===== src/rtl/regfile_wb_scheduler_if.sv =====
// ----------------------------------------------------------------------------
// regfile_wb_scheduler_if
// Bundles every signal between the write-back scheduler and its neighbours:
//   - ALU and load-unit write-back requests (valid/rd/data) and their readies
//   - issue request (issue_valid/issue_rd) and issue_ready
//   - source-register busy queries (rs1/rs2 -> rs1_busy/rs2_busy)
//   - flush
//   - the registered register-file write port (rf_write_*)
// Modports:
//   slave  - the scheduler itself
//   master - the surrounding pipeline (or a testbench)
// ----------------------------------------------------------------------------
interface regfile_wb_scheduler_if #(
   parameter int DATA_W = 64,
   parameter int ADDR_W = 5
);

   logic              alu_valid;
   logic [ADDR_W-1:0] alu_rd;
   logic [DATA_W-1:0] alu_data;
   logic              alu_ready;

   logic              ld_valid;
   logic [ADDR_W-1:0] ld_rd;
   logic [DATA_W-1:0] ld_data;
   logic              ld_ready;

   logic              issue_valid;
   logic [ADDR_W-1:0] issue_rd;
   logic              issue_ready;

   logic [ADDR_W-1:0] rs1;
   logic [ADDR_W-1:0] rs2;
   logic              rs1_busy;
   logic              rs2_busy;

   logic              flush;

   logic              rf_write_en;
   logic [ADDR_W-1:0] rf_write_register;
   logic [DATA_W-1:0] rf_write_data;

   modport slave (
      input  alu_valid, alu_rd, alu_data,
      input  ld_valid, ld_rd, ld_data,
      input  issue_valid, issue_rd,
      input  rs1, rs2, flush,
      output alu_ready, ld_ready, issue_ready,
      output rs1_busy, rs2_busy,
      output rf_write_en, rf_write_register, rf_write_data
   );

   modport master (
      output alu_valid, alu_rd, alu_data,
      output ld_valid, ld_rd, ld_data,
      output issue_valid, issue_rd,
      output rs1, rs2, flush,
      input  alu_ready, ld_ready, issue_ready,
      input  rs1_busy, rs2_busy,
      input  rf_write_en, rf_write_register, rf_write_data
   );

endinterface


===== src/rtl/regfile_wb_scheduler.sv =====
// ----------------------------------------------------------------------------
// regfile_wb_scheduler
// Write-back scheduler and scoreboard for the 32 x 64-bit integer register
// file. The ALU and the load unit share the file's single write port through
// a round-robin arbiter; the winning write is registered onto rf_write_*.
// A per-register busy bit records outstanding writes so issue logic can
// interlock on RAW/WAW hazards.
// Ports:
//   clk  - clock, all state updates on the rising edge
//   rst  - asynchronous active-high reset
//   bus  - regfile_wb_scheduler_if.slave (requests, readies, issue,
//          busy queries, flush, register-file write port)
// ----------------------------------------------------------------------------
module regfile_wb_scheduler #(
   parameter int DATA_W   = 64,
   parameter int ADDR_W   = 5,
   parameter int NUM_REGS = 32
) (
   input  logic                   clk,
   input  logic                   rst,
   regfile_wb_scheduler_if.slave  bus
);

   typedef enum logic {
      PTR_LD,
      PTR_ALU
   } rr_ptr_t;

   rr_ptr_t             rr_ptr;
   logic [NUM_REGS-1:0] busy;
   logic [NUM_REGS-1:0] busy_next;
   logic                alu_grant;
   logic                ld_grant;
   logic                issue_fire;

   // Arbitration: a lone requester always wins; when both ask, the round-robin
   // pointer decides. Grants are qualified by valid so ready never appears
   // without a request.
   always_comb begin
      alu_grant = bus.alu_valid & (~bus.ld_valid  | (rr_ptr == PTR_ALU));
      ld_grant  = bus.ld_valid  & (~bus.alu_valid | (rr_ptr == PTR_LD));
   end

   assign bus.alu_ready = alu_grant;
   assign bus.ld_ready  = ld_grant;

   // Issue is refused during flush and while the destination still has a
   // pending write. A register being cleared this cycle still reads busy,
   // which stalls a back-to-back WAW by one cycle.
   assign bus.issue_ready = bus.issue_valid & ~bus.flush &
                            ((bus.issue_rd == '0) | ~busy[bus.issue_rd]);
   assign issue_fire      = bus.issue_ready;

   assign bus.rs1_busy = busy[bus.rs1];
   assign bus.rs2_busy = busy[bus.rs2];

   // The round-robin pointer flips to the loser after every grant, so after
   // an ALU win the load unit is favoured next time and vice versa.
   always_ff @(posedge clk or posedge rst) begin
      if (rst) begin
         rr_ptr <= PTR_LD;
      end else if (alu_grant) begin
         rr_ptr <= PTR_LD;
      end else if (ld_grant) begin
         rr_ptr <= PTR_ALU;
      end
   end

   // Write stage: the granted request is presented to the register file one
   // cycle later. Writes to x0 still consume the port but never raise the
   // write enable. Without a grant only the enable drops; address and data
   // keep their last values.
   always_ff @(posedge clk or posedge rst) begin
      if (rst) begin
         bus.rf_write_en       <= 1'b0;
         bus.rf_write_register <= '0;
         bus.rf_write_data     <= '0;
      end else if (alu_grant) begin
         bus.rf_write_en       <= (bus.alu_rd != '0);
         bus.rf_write_register <= bus.alu_rd;
         bus.rf_write_data     <= bus.alu_data;
      end else if (ld_grant) begin
         bus.rf_write_en       <= (bus.ld_rd != '0);
         bus.rf_write_register <= bus.ld_rd;
         bus.rf_write_data     <= bus.ld_data;
      end else begin
         bus.rf_write_en       <= 1'b0;
      end
   end

   // Scoreboard next state: the committing write clears its register on the
   // same edge the file is written, a successful issue sets its destination,
   // and flush wipes everything. Set and clear never collide on one register
   // because issue_ready excludes busy destinations. Bit 0 is pinned low.
   always_comb begin
      busy_next = busy;
      if (bus.rf_write_en) begin
         busy_next[bus.rf_write_register] = 1'b0;
      end
      if (issue_fire && (bus.issue_rd != '0)) begin
         busy_next[bus.issue_rd] = 1'b1;
      end
      if (bus.flush) begin
         busy_next = '0;
      end
      busy_next[0] = 1'b0;
   end

   // Busy bits register the next-state value every cycle.
   always_ff @(posedge clk or posedge rst) begin
      if (rst) begin
         busy <= '0;
      end else begin
         busy <= busy_next;
      end
   end

endmodule


===== src/flat_wrapper.sv =====
// flat-port wrapper written by rule: the top's interface ports become plain ports
module regfile_wb_scheduler_flat 
#(
   parameter int DATA_W   = 64,
   parameter int ADDR_W   = 5,
   parameter int NUM_REGS = 32
)
  (clk, rst, bus_alu_valid, bus_alu_rd, bus_alu_data, bus_ld_valid, bus_ld_rd, bus_ld_data, bus_issue_valid, bus_issue_rd, bus_rs1, bus_rs2, bus_flush, bus_alu_ready, bus_ld_ready, bus_issue_ready, bus_rs1_busy, bus_rs2_busy, bus_rf_write_en, bus_rf_write_register, bus_rf_write_data);
  regfile_wb_scheduler_if #(.DATA_W(DATA_W), .ADDR_W(ADDR_W)) bus_i ();
  input  logic clk;
  input  logic rst;
  input wire logic [$bits(bus_i.alu_valid)-1:0] bus_alu_valid;
  input wire logic [$bits(bus_i.alu_rd)-1:0] bus_alu_rd;
  input wire logic [$bits(bus_i.alu_data)-1:0] bus_alu_data;
  input wire logic [$bits(bus_i.ld_valid)-1:0] bus_ld_valid;
  input wire logic [$bits(bus_i.ld_rd)-1:0] bus_ld_rd;
  input wire logic [$bits(bus_i.ld_data)-1:0] bus_ld_data;
  input wire logic [$bits(bus_i.issue_valid)-1:0] bus_issue_valid;
  input wire logic [$bits(bus_i.issue_rd)-1:0] bus_issue_rd;
  input wire logic [$bits(bus_i.rs1)-1:0] bus_rs1;
  input wire logic [$bits(bus_i.rs2)-1:0] bus_rs2;
  input wire logic [$bits(bus_i.flush)-1:0] bus_flush;
  output wire logic [$bits(bus_i.alu_ready)-1:0] bus_alu_ready;
  output wire logic [$bits(bus_i.ld_ready)-1:0] bus_ld_ready;
  output wire logic [$bits(bus_i.issue_ready)-1:0] bus_issue_ready;
  output wire logic [$bits(bus_i.rs1_busy)-1:0] bus_rs1_busy;
  output wire logic [$bits(bus_i.rs2_busy)-1:0] bus_rs2_busy;
  output wire logic [$bits(bus_i.rf_write_en)-1:0] bus_rf_write_en;
  output wire logic [$bits(bus_i.rf_write_register)-1:0] bus_rf_write_register;
  output wire logic [$bits(bus_i.rf_write_data)-1:0] bus_rf_write_data;
  assign bus_i.alu_valid = bus_alu_valid;
  assign bus_i.alu_rd = bus_alu_rd;
  assign bus_i.alu_data = bus_alu_data;
  assign bus_i.ld_valid = bus_ld_valid;
  assign bus_i.ld_rd = bus_ld_rd;
  assign bus_i.ld_data = bus_ld_data;
  assign bus_i.issue_valid = bus_issue_valid;
  assign bus_i.issue_rd = bus_issue_rd;
  assign bus_i.rs1 = bus_rs1;
  assign bus_i.rs2 = bus_rs2;
  assign bus_i.flush = bus_flush;
  assign bus_alu_ready = bus_i.alu_ready;
  assign bus_ld_ready = bus_i.ld_ready;
  assign bus_issue_ready = bus_i.issue_ready;
  assign bus_rs1_busy = bus_i.rs1_busy;
  assign bus_rs2_busy = bus_i.rs2_busy;
  assign bus_rf_write_en = bus_i.rf_write_en;
  assign bus_rf_write_register = bus_i.rf_write_register;
  assign bus_rf_write_data = bus_i.rf_write_data;
  regfile_wb_scheduler #(.DATA_W(DATA_W), .ADDR_W(ADDR_W), .NUM_REGS(NUM_REGS)) u_core (.clk(clk), .rst(rst), .bus(bus_i));
endmodule

===== config.mk =====
export PLATFORM = sky130hd
export DESIGN_NAME = regfile_wb_scheduler_flat
export DESIGN_NICKNAME = d
export VERILOG_FILES = /design/src/rtl/regfile_wb_scheduler_if.sv /design/src/rtl/regfile_wb_scheduler.sv /design/src/flat_wrapper.sv
export SDC_FILE = /design/constraint.sdc
export NUM_CORES = 1
export LEC_CHECK = 0
export ABC_CLOCK_PERIOD_IN_PS = 7800
export CORE_MARGIN = 3
export CORE_UTILIZATION = 40
export DETAILED_ROUTE_END_ITERATION = 8
export PLACE_DENSITY = 0.73
export SLEW_MARGIN = 5
export SYNTH_ARGS = -nofsm -noshare
export SYNTH_HDL_FRONTEND = slang
export SYNTH_SLANG_ARGS = --single-unit

===== constraint.sdc =====
create_clock -name clk -period 7.8 [get_ports clk]
set_input_delay 1.17 -clock clk [delete_from_list [all_inputs] [get_ports clk]]
set_output_delay 1.17 -clock clk [all_outputs]
set_load 0.01 [all_outputs]

==> results.json <==
{
  "grt_max_degree": 120,
  "place_hpwl_um": 16400,
  "row_count": 45,
  "yosysMostFrequentCell": "dfrtp_1",
  "switching_share": 0.300,
  "seq_power_share": 0.402,
  "startpoint_type": "primary input",
  "grt_pass1_wl_um": 34900,
  "synth_seq_cells": 102,
  "crit_path_cell_trace": "clkdlybuf4s50_1, mux4_2, nand3b_1, o211ai_2, nor3_1, clkdlybuf4s50_1",
  "grt_usage": 0.256,
  "ant_nets": 0,
  "cts_max_level": 3,
  "fmax_ghz": 0.180,
  "antenna_cells": 0,
  "finalSetupViolCount": 0,
  "antenna_found_initial": 1,
  "root_buffer": "clkbuf_16",
  "routed_wl_um": 22700,
  "viasPerCell": 5.66,
  "port_buffers": 233,
  "power.leakage_nw": 3.62,
  "final_cell_count_no_fill": 1125,
  "max_stage_delay_ns": 1.16,
  "maxSlewHeadroom": 0.269,
  "finalPower_w": 0.00154,
  "period_needed_ns": 5.54,
  "yosysSeqAreaShare": 0.406,
  "slowest_stage": "clkdlybuf4s50_1",
  "wire_per_inst_um": 20.2,
  "path_common_cell": "clkdlybuf4s50_1",
  "clock_path_buffers": 2,
  "cap_violations": 0,
  "endpoint_kind": "output port",
  "gp_congestion": 0.918,
  "slew_violations": 0,
  "core_um2": 15300,
  "route.vias.total": 6371,
  "grt_overflow": 0,
  "drive_gt1_frac": 0.0755,
  "cp_data_arrival_time_ns": 4.37,
  "synth_top_flop_cell": "dfrtp_1",
  "hold_class": "reg2reg",
  "synth_edf_count": 0,
  "area_growth_pct": 42.8,
  "die-area_um2": 17200,
  "critPathTopFamily": "buffers and inverters",
  "die_w_um": 131,
  "fin_crit_sh": 0.711,
  "crit_required_ns": 6.63,
  "worstSetupPathType": "in2out",
  "grt_pass1_vias": 6218,
  "rsz0062_at_grt": "no",
  "synth_top_area_cell": "dfrtp_1",
  "route.detailed.drc": 0,
  "cts_setup_buffers": 0,
  "status": "finished, final reports clean",
  "syn_nets": 882,
  "crit_fanout": 23,
  "ios": 234,
  "dr.pass1.iters": 5,
  "drt_iter0_markers": 513,
  "synth_cell_type_count": 42,
  "synth_area_leaders": "dfrtp_1 41%, mux4_2 6.8%, o22ai_1 6.6%, a31oi_1 6.4%, a21oi_1 5.3%",
  "fp.dieH_um": 131,
  "hold_viol": 0,
  "clock_power_share": 0.309,
  "ys_async_sr_fraction": 1.00,
  "clkSinkCount": 102,
  "cts_made_buffers": 9,
  "peakVddDrop_uv": 98.5,
  "finClkSkew_ns": 0.00686,
  "synth_cells": 723,
  "num-fill-cells": 1367,
  "worst_slew_pin_slew_ns": 1.10,
  "avgSynthCellArea_um2": 8.69,
  "syn_area_um2": 6280,
  "cts_tree": "done",
  "clk_latency_ns": 0.35,
  "tns_ns": 0,
  "cp_num_buf_inv": 2,
  "start_util": 0.412,
  "synth_top_area_share": 0.406,
  "p_comb_frac": 0.288,
  "ys_top_cells_by_count": "102 x dfrtp_1, 73 x nor2_1, 69 x inv_1, 66 x a21oi_1, 66 x o22ai_1",
  "p_sw_w": 0.000461,
  "p_int_w": 0.00107,
  "clk_pin_slew_ns": 0.07,
  "power_density_nw_per_um2": 171,
  "cts_hold_buf": 0,
  "cts-resized-gates": 0,
  "yosysWarnings": 0,
  "nNetsFinal": 1068,
  "placed_cells": 1109
}
## state kept, by name, indices dropped and copies added (netlist names)
name                          count
u_core.busy                      31
u_core.bus.rf_write_register      5
u_core.rr_ptr                     1
u_core.bus.rf_write_en            1
u_core.bus.rf_write_data         64
## metal layers
layer / wire [um] / global-route usage / up-vias
li1: - / - / 3008
met1: 9140 / 0.310 / 3042
met2: 11000 / 0.432 / 268
met3: 1920 / 0.0762 / 51
met4: 661 / 0.0963 / 2
met5: 13 / 0 / -
## worst min-delay path, cell delays in order, from the launching register on
cell and delay [ns]:
dfrtp_1 0.43, nand3b_1 0.09, o31ai_1 0.06
## power by group through the flow
stage                     clock network, W  logic (W)  registers, W
final                             0.000475   0.000443      0.000618
after global routing              0.000505   0.000474      0.000625
after CTS                         0.000484   0.000444      0.000617
after detailed placement                 0   0.000442      0.000626
after global placement                   0   0.000439      0.000625
after floorplan                          0   0.000189      0.000639
## cell type report
class | count | area (um^2) | share of cell area
clock inverter | 5 | 57.6 | 0.00642
tap | 211 | 264 | 0.0294
timing repair buffer | 239 | 2370 | 0.265
sequential | 102 | 2550 | 0.285
clock buffer | 11 | 253 | 0.0282
inverter | 69 | 262 | 0.0291
multi-input combinational | 488 | 3210 | 0.358
## cells in the final DEF (no fill, tap or decap), types with 2 or more instances in the layout
cell type | synthesis | final
a21boi_0 | 2 | 2
a21oi_1 | 66 | 66
a31oi_1 | 64 | 64
buf_4 | 0 | 6
clkbuf_16 | 0 | 9
clkbuf_8 | 0 | 2
clkdlybuf4s50_1 | 0 | 231
clkinv_2 | 0 | 2
clkinv_4 | 0 | 2
dfrtp_1 | 102 | 101
inv_1 | 69 | 68
mux2_2 | 5 | 5
mux2i_1 | 17 | 17
mux4_2 | 19 | 19
nand2_1 | 33 | 32
nand2_2 | 1 | 2
nand2b_1 | 2 | 2
nand3_1 | 9 | 9
nand3b_1 | 22 | 22
nand4_1 | 3 | 3
nand4b_1 | 2 | 2
nor2_1 | 73 | 73
nor2b_1 | 19 | 19
nor3_1 | 3 | 3
nor3b_1 | 6 | 6
o211ai_2 | 2 | 2
o21ai_0 | 33 | 33
o221a_2 | 5 | 5
o22ai_1 | 66 | 66
o31ai_1 | 14 | 14
o41ai_1 | 4 | 4
or2_2 | 5 | 5
or4_1 | 2 | 2
## cells by family (layout without fill, tap and decap cells)
logic type,after synthesis,after routing,synth area share
mux,41,41,0.104
buf+inv,133,324,0.0834
simple gates,185,185,0.147
compound gates,262,262,0.259
flops,102,102,0.406
## final timing paths
check / start / endpoint / slack [ns] / depth (start not counted)
setup / recovery: bus_issue_rd[1] / bus_issue_ready / 2.26 / 6
hold / removal: u_core.busy[16] / u_core.busy[16] / 0.61 / 2
setup reg to reg: u_core.rr_ptr / u_core.bus.rf_write_data[34] / 5.24 / 6
hold reg to reg: u_core.busy[16] / u_core.busy[16] / 0.61 / 2
max in group asynchronous: rst / u_core.rr_ptr / 5.33 / 3
min in group asynchronous: rst / u_core.bus.rf_write_data[31] / 1.19 / 2
## metrics by stage
step                area, um^2  worst slack, ns   util  hold WS (ns)
global placement          8660             2.44  0.568         0.583
CTS                       8970             2.34  0.588         0.612
finish                    8970             2.26  0.588         0.613
floorplan                 6280             3.95      -         0.499
global route              8970             2.19  0.588         0.661
detailed placement        8660             2.36  0.568         0.596
No activity file was read; power rests on OpenSTA's default activity.
